[config.mk]
export PLATFORM = sky130hd
export DESIGN_NAME = pipe_skid_reg_flat
export DESIGN_NICKNAME = d
export VERILOG_FILES = /design/src/rtl/pipe_pkg.sv /design/src/rtl/pipe_skid_reg_if.sv /design/src/rtl/pipe_slot.sv /design/src/rtl/pipe_skid_reg.sv /design/src/flat_wrapper.sv
export SDC_FILE = /design/constraint.sdc
export NUM_CORES = 1
export LEC_CHECK = 0
export CORE_AREA = 2 2 202 204
export DETAILED_ROUTE_END_ITERATION = 8
export DIE_AREA = 0 0 204 206
export SLEW_MARGIN = 20
export SYNTH_ARGS = -nofsm -noshare
export SYNTH_HDL_FRONTEND = slang
export SYNTH_SLANG_ARGS = --single-unit
[constraint.sdc]
create_clock -name clk -period 2 [get_ports clk]
set_input_delay 0.4 -clock clk [delete_from_list [all_inputs] [get_ports clk]]
set_output_delay 0.4 -clock clk [all_outputs]
set_load 0.05 [all_outputs]
[src/rtl/pipe_pkg.sv]
// Shared defaults, lane slicing helper and slot command encoding for the pipeline skid register.
// Consumers: pipe_skid_reg_if, pipe_slot, pipe_skid_reg and the testbench.
package pipe_pkg;

   localparam int unsigned DEFAULT_LANES = 2;
   localparam int unsigned DEFAULT_WIDTH = 128;

   typedef enum logic [1:0] {
      SLOT_HOLD,
      SLOT_LOAD,
      SLOT_CLEAR
   } slot_op_e;

   // Lane k of a bundle lives at bits [lane_lsb(k, width) +: width].
   function automatic int unsigned lane_lsb(input int unsigned lane, input int unsigned width);
      return lane * width;
   endfunction

endpackage

[src/rtl/pipe_skid_reg_if.sv]
// Upstream/downstream bundle handshake of the pipeline skid register.
// The slave modport is the register's view; master is the surrounding logic driving it.
interface pipe_skid_reg_if
   import pipe_pkg::*;
#(
   parameter int unsigned LANES = DEFAULT_LANES,
   parameter int unsigned WIDTH = DEFAULT_WIDTH
);

   logic [LANES-1:0]       in_valid;
   logic [LANES*WIDTH-1:0] in_data;
   logic                   in_ready;
   logic [LANES-1:0]       out_valid;
   logic [LANES*WIDTH-1:0] out_data;
   logic                   out_ready;

   modport master (
      output in_valid, in_data, out_ready,
      input  in_ready, out_valid, out_data
   );

   modport slave (
      input  in_valid, in_data, out_ready,
      output in_ready, out_valid, out_data
   );

endinterface

[src/rtl/pipe_slot.sv]
// One bundle holding slot: per-lane valid plus payload, commanded to hold, load or clear.
// Payload is zeroed whenever the slot ends up empty so no stale data is ever visible.
module pipe_slot
   import pipe_pkg::*;
#(
   parameter int unsigned LANES = DEFAULT_LANES,
   parameter int unsigned WIDTH = DEFAULT_WIDTH
) (
   input  logic                   clk,
   input  logic                   rst,
   input  slot_op_e               op,
   input  logic [LANES-1:0]       wr_valid,
   input  logic [LANES*WIDTH-1:0] wr_data,
   output logic [LANES-1:0]       valid,
   output logic [LANES*WIDTH-1:0] data
);

   logic [LANES-1:0]       valid_d, valid_q;
   logic [LANES*WIDTH-1:0] data_d, data_q;

   // Loading a bundle whose lane 0 is invalid is the same as clearing the slot.
   always_comb begin
      valid_d = valid_q;
      data_d  = data_q;
      case (op)
         SLOT_LOAD: begin
            if (wr_valid[0]) begin
               valid_d = wr_valid;
               data_d  = wr_data;
            end else begin
               valid_d = '0;
               data_d  = '0;
            end
         end
         SLOT_CLEAR: begin
            valid_d = '0;
            data_d  = '0;
         end
         default: begin
         end
      endcase
   end

   always_ff @(posedge clk or negedge rst) begin
      if (!rst) begin
         valid_q <= '0;
         data_q  <= '0;
      end else begin
         valid_q <= valid_d;
         data_q  <= data_d;
      end
   end

   assign valid = valid_q;
   assign data  = data_q;

endmodule

[src/rtl/pipe_skid_reg.sv]
// Pipeline register with 1-cycle latency, flush / exception flush and optional skid slot.
// Define PIPE_SKID_BUFFER_EN to add the skid slot and register in_ready; otherwise in_ready is combinational.
module pipe_skid_reg
   import pipe_pkg::*;
#(
   parameter int unsigned LANES = DEFAULT_LANES,
   parameter int unsigned WIDTH = DEFAULT_WIDTH
) (
   input  logic            clk,
   input  logic            rst,
   input  logic            flush,
   input  logic            exception_flush,
   pipe_skid_reg_if.slave  bus,
   output logic [1:0]      occ
);

   logic [LANES-1:0]       m_valid;
   logic [LANES*WIDTH-1:0] m_data;
   logic [LANES-1:0]       m_wr_valid;
   logic [LANES*WIDTH-1:0] m_wr_data;
   slot_op_e               m_op;
   logic                   m_full;
   logic                   in_fire;
   logic                   out_fire;
   logic                   flush_all;

   assign m_full   = m_valid[0];
   assign in_fire  = bus.in_valid[0] & bus.in_ready;
   assign out_fire = m_full & bus.out_ready;

   // A plain flush must not yank a bundle the downstream has not taken yet.
   assign flush_all = exception_flush | (flush & (bus.out_ready | !m_full));

   pipe_slot #(.LANES(LANES), .WIDTH(WIDTH)) u_main (
      .clk      (clk),
      .rst      (rst),
      .op       (m_op),
      .wr_valid (m_wr_valid),
      .wr_data  (m_wr_data),
      .valid    (m_valid),
      .data     (m_data)
   );

   assign bus.out_valid = m_valid;
   assign bus.out_data  = m_data;

`ifdef PIPE_SKID_BUFFER_EN
   logic [LANES-1:0]       s_valid;
   logic [LANES*WIDTH-1:0] s_data;
   slot_op_e               s_op;
   logic                   s_full;

   assign s_full       = s_valid[0];
   assign bus.in_ready = !s_full;
   assign occ          = {1'b0, m_full} + {1'b0, s_full};

   // The skid slot always drains into main before new input; in_ready=0 while it is full.
   always_comb begin
      m_op       = SLOT_HOLD;
      m_wr_valid = bus.in_valid;
      m_wr_data  = bus.in_data;
      s_op       = SLOT_HOLD;
      if (flush_all) begin
         m_op = SLOT_CLEAR;
         s_op = SLOT_CLEAR;
      end else if (!m_full || out_fire) begin
         if (s_full) begin
            m_op       = SLOT_LOAD;
            m_wr_valid = s_valid;
            m_wr_data  = s_data;
            s_op       = SLOT_CLEAR;
         end else if (in_fire) begin
            m_op = SLOT_LOAD;
         end else begin
            m_op = SLOT_CLEAR;
         end
      end else if (in_fire) begin
         s_op = SLOT_LOAD;
      end
   end

   pipe_slot #(.LANES(LANES), .WIDTH(WIDTH)) u_skid (
      .clk      (clk),
      .rst      (rst),
      .op       (s_op),
      .wr_valid (bus.in_valid),
      .wr_data  (bus.in_data),
      .valid    (s_valid),
      .data     (s_data)
   );
`else
   assign bus.in_ready = bus.out_ready | !m_full;
   assign occ          = {1'b0, m_full};

   always_comb begin
      m_op       = SLOT_HOLD;
      m_wr_valid = bus.in_valid;
      m_wr_data  = bus.in_data;
      if (flush_all) begin
         m_op = SLOT_CLEAR;
      end else if (!m_full || out_fire) begin
         m_op = in_fire ? SLOT_LOAD : SLOT_CLEAR;
      end
   end
`endif

endmodule

[src/flat_wrapper.sv]
// flat-port wrapper written by rule: the top's interface ports become plain ports
module pipe_skid_reg_flat import pipe_pkg::*;
#(
   parameter int unsigned LANES = DEFAULT_LANES,
   parameter int unsigned WIDTH = DEFAULT_WIDTH
)
  (clk, rst, flush, exception_flush, occ, bus_in_valid, bus_in_data, bus_out_ready, bus_in_ready, bus_out_valid, bus_out_data);
  pipe_skid_reg_if #(.LANES(LANES), .WIDTH(WIDTH)) bus_i ();
  input  logic clk;
  input  logic rst;
  input  logic flush;
  input  logic exception_flush;
  output logic [1:0] occ;
  input wire logic [$bits(bus_i.in_valid)-1:0] bus_in_valid;
  input wire logic [$bits(bus_i.in_data)-1:0] bus_in_data;
  input wire logic [$bits(bus_i.out_ready)-1:0] bus_out_ready;
  output wire logic [$bits(bus_i.in_ready)-1:0] bus_in_ready;
  output wire logic [$bits(bus_i.out_valid)-1:0] bus_out_valid;
  output wire logic [$bits(bus_i.out_data)-1:0] bus_out_data;
  assign bus_i.in_valid = bus_in_valid;
  assign bus_i.in_data = bus_in_data;
  assign bus_i.out_ready = bus_out_ready;
  assign bus_in_ready = bus_i.in_ready;
  assign bus_out_valid = bus_i.out_valid;
  assign bus_out_data = bus_i.out_data;
  pipe_skid_reg #(.LANES(LANES), .WIDTH(WIDTH)) u_core (.clk(clk), .rst(rst), .flush(flush), .exception_flush(exception_flush), .bus(bus_i), .occ(occ));
endmodule
==> results.rst <==
.. list-table::
   :header-rows: 1

   * - Metric
     - Value
   * - Die Footprint
     - about 42000 um2
   * - Hold crit path type
     - in -> reg
   * - Cell depth of the worst hold path
     - 3
   * - Most common cell after layout, fill and taps aside
     - clkdlybuf4s50_1
   * - Worst path depth
     - 7
   * - Post-Synth Simple-Gate Area
     - about a quarter
   * - CTS tree
     - done
   * - Post-placement setup slack
     - -0.457 ns
   * - Leakage
     - ~0.0087 uW
   * - Number of distinct library cells after synthesis
     - 15
   * - Share of layout cells above drive strength 1
     - 11.4%
   * - Routability-driven placement congestion ratio
     - roughly 0.8
   * - Adder-cell area share of the yosys netlist
     - 0.116%
   * - Pins Over Slew Limit
     - 0
   * - Number of buffer and inverter instances along the worst setup path
     - 2
   * - Main area contributors after synthesis
     - dfrtp_1, nand2b_1, o21ai_0, nand2_1, buf_2
   * - Via total after detailed routing
     - 9602
   * - Power density of the placed cells
     - 820 nW/um2
   * - Number of top-level pins
     - 524
   * - Number of warning messages in the yosys log
     - 0
   * - Wire length on met3
     - roughly 3.3 mm
   * - Number of global-route vias before repair
     - 9877
   * - Count of TritonRoute iterations in the first routing pass
     - 4
   * - H-tree depth
     - 1
   * - Vertical extent of the die
     - 206 um
   * - Remaining global-route overflow
     - 0
   * - Average wire per standard cell
     - between 15 and 20 um
   * - Routed metal-1 wire length
     - 15.1 mm
   * - Starting density of the core
     - between 20% and 30%
   * - Post-Route Skew
     - 0.00955 ns
   * - Area added between synthesis and finish
     - 64.5%
   * - Maxcap violations
     - 0
   * - Result of the run
     - finished clean
   * - Mapped Cells
     - roughly 1100
   * - Top sig layer
     - met4
   * - Leading cell types in the layout, fill and taps excluded
     - clkdlybuf4s50_1, nand2_1, dfrtp_1
   * - Period utilisation layout
     - 97.4%
   * - Wire length of the first global-routing pass
     - 55.8 mm
   * - Slew HR
     - between 60 and 70%
   * - Kind of critical path
     - reg -> reg
   * - Hpwl dp
     - 27.1 mm
   * - XOR/XNOR Fraction of Synth Area
     - 0%
   * - Final cell utilization of the core
     - 44.3%
   * - Number of buffers inserted during clock tree synthesis
     - 29
   * - Synthesis-stage register bit count
     - 258
   * - GRT Overall Usage
     - approximately 17%
   * - Final Net Count
     - 1913
   * - Post-synthesis area per instance
     - 9.61 um2
   * - Final hold viol count
     - 0
   * - Count of antenna-violating nets left after detailed routing
     - 0
   * - Number of buffers on the longest clock path
     - 3
   * - Total wire length
     - around 37 mm
   * - Antenna diode count
     - 0
   * - Drt via density
     - 4.36
   * - Number of DRC markers after the initial detailed-route iteration
     - 398
   * - Count of input and output buffers
     - 522
   * - Critical path required time
     - 2.42 ns
   * - Length of routed met2 wiring
     - 17.4 mm
   * - Total negative slack
     - 0 ns
   * - Final Critical Period
     - 1.95 ns
   * - Maximum ir drop on the vdd rail
     - 0.602 mV
   * - Horizontal extent of the die
     - 204 um
   * - Share of the synthesized area in the top cell type
     - roughly three fifths
   * - Biggest cell delay along the critical path
     - 0.42 ns
   * - Clk slew on worst S/H paths
     - 0.06 ns
   * - Clk Latency, worst-skew pair
     - 0.54 ns
   * - Slew at the pin closest to its max-slew limit
     - roughly 0.6 ns
   * - Startpoint type of the worst setup path
     - flop
   * - CORE AREA
     - 40200 um2
   * - Slowest-stage cell, CP
     - dfrtp_2
   * - Number of cells on the worst reg-to-reg path
     - 7
   * - Portion of netlist area occupied by mux cells
     - 0%
   * - Maximum operating frequency
     - 513 MHz
   * - Number of antenna violations at the first check in global routing
     - 0
   * - Largest net degree at the start of global routing
     - 62
   * - Root Buffer Master
     - clkbuf_16
   * - Number of placement rows
     - 74
   * - Fraction of the yosys area taken by sequential cells
     - between 50% and 60%
   * - DRC violation count after routing
     - 0
   * - Arrival time of data at the critical path endpoint
     - 2.36 ns
   * - Unrepaired setup endpoints after global routing
     - true
   * - Minimum hold slack
     - 0.414 ns
   * - CTS Sinks
     - 258
   * - Highest net fanout along the worst path
     - 18
   * - Ordered list of cells on the worst path
     - nand2b_4 -> or3b_4 -> ha_4 -> buf_12 -> buf_4 -> nand2b_1 -> o21ai_0
   * - Synth Net Count
     - 1389
   * - Largest area contributor in the synthesized netlist
     - dfrtp_1
   * - Dominant combinational cell family by area after synthesis
     - simple AND/OR/NAND/NOR gates
   * - Setup ws final
     - 0.0521 ns
   * - CP endpoint kind
     - flop
   * - Top cell family by delay on the critical path
     - simple AND/OR/NAND/NOR gates
   * - Share of the synthesized area in compound gates (AO/OA/AOI/OAI)
     - 12.0%
   * - Final setup violation count
     - 0
   * - Final-layout fill cell count
     - a little under 4000
   * - Cell area after synthesis
     - 10800 um2
## synth_stat cells, drive strengths merged
cell	count
ha	1
buf	39
dfrtp	258
o21ai	258
a21o	1
conb	1
nand2b	260
nand2	258
or3b	1
clkbuf	48
## per-layer routing
| metal | global-route usage, % | up-vias |
|---|---|---|
| li1 | - | 4640 |
| met1 | 20.6 | 4555 |
| met2 | 27.9 | 348 |
| met3 | 5.25 | 59 |
| met4 | 4.81 | 0 |
| met5 | 0 | - |
## metrics by stage
| stage | area [um2] | cells | total power, uW |
|---|---|---|---|
| floorplan | 11000 | 1125 | 7420 |
| detailed placement | 16800 | 2147 | 8870 |
| global route | 17800 | 2202 | 15200 |
| finish | 17800 | 2202 | 14600 |
| CTS | 17700 | 2200 | 14700 |
| global placement | 16800 | 2147 | 8850 |
## layout make-up
type | count | area (um2) | area share (%)
clock buffers | 38 | 810 | 4.55
clock inverters | 14 | 250 | 1.41
multi-input cells | 780 | 3990 | 22.4
flip-flops and latches | 258 | 6460 | 36.3
well taps | 532 | 666 | 3.74
repair buffers | 580 | 5620 | 31.6
## sequential cells by signal, summed over array words and instances, names as in the netlist
register	cells
u_core.u_main.data	256
u_core.u_main.valid	2
## report_power, final
part | total [uW] | switching, uW | internal [uW]
Clock | 5900 | 2170 | 3730
Sequential | 5600 | 134 | 5470
Combinational | 3080 | 1820 | 1260
Total | 14600 | 4120 | 10500
## repair_timing
action | CTS | global route
endpoints found under the hold margin | 48 | 0
gates resized for setup | 186 | 12
setup endpoints to repair | 186 | 62
buffers inserted | 0 | 0
hold buffers | 1 | 0
cloned | 0 | 2
pin swaps | 0 | 0
## cells by family (layout without fill, tap and decap cells)
group | count (synthesis) | after routing
other cells | 1 | 1
flops | 258 | 258
compound gates | 259 | 259
simple gates | 519 | 519
buf+inv | 87 | 632
fa+ha+maj | 1 | 1
## final timing paths
| check | from | endpoint | slack (ns) |
|---|---|---|---|
| worst max-delay path | u_core.u_main.valid[0]$_DFFE_PN0P_ | u_core.u_main.data[27]$_DFFE_PN0P_ | 0.05 |
| worst min-delay path | bus_in_data[61] | u_core.u_main.data[61]$_DFFE_PN0P_ | 0.41 |
| worst max register to register | u_core.u_main.valid[0]$_DFFE_PN0P_ | u_core.u_main.data[27]$_DFFE_PN0P_ | 0.05 |
| worst min register to register | u_core.u_main.data[207]$_DFFE_PN0P_ | u_core.u_main.data[207]$_DFFE_PN0P_ | 0.48 |
| max in group asynchronous | rst | u_core.u_main.valid[0]$_DFFE_PN0P_ | 0.91 |
| min in group asynchronous | rst | u_core.u_main.data[175]$_DFFE_PN0P_ | 0.42 |
## tightest hold or removal path: stages
cell             delay (ns)
clkdlybuf4s50_1        0.39
nand2b_1               0.06
o21ai_0                0.06
Note: power is estimated with default switching activity, not from simulation.
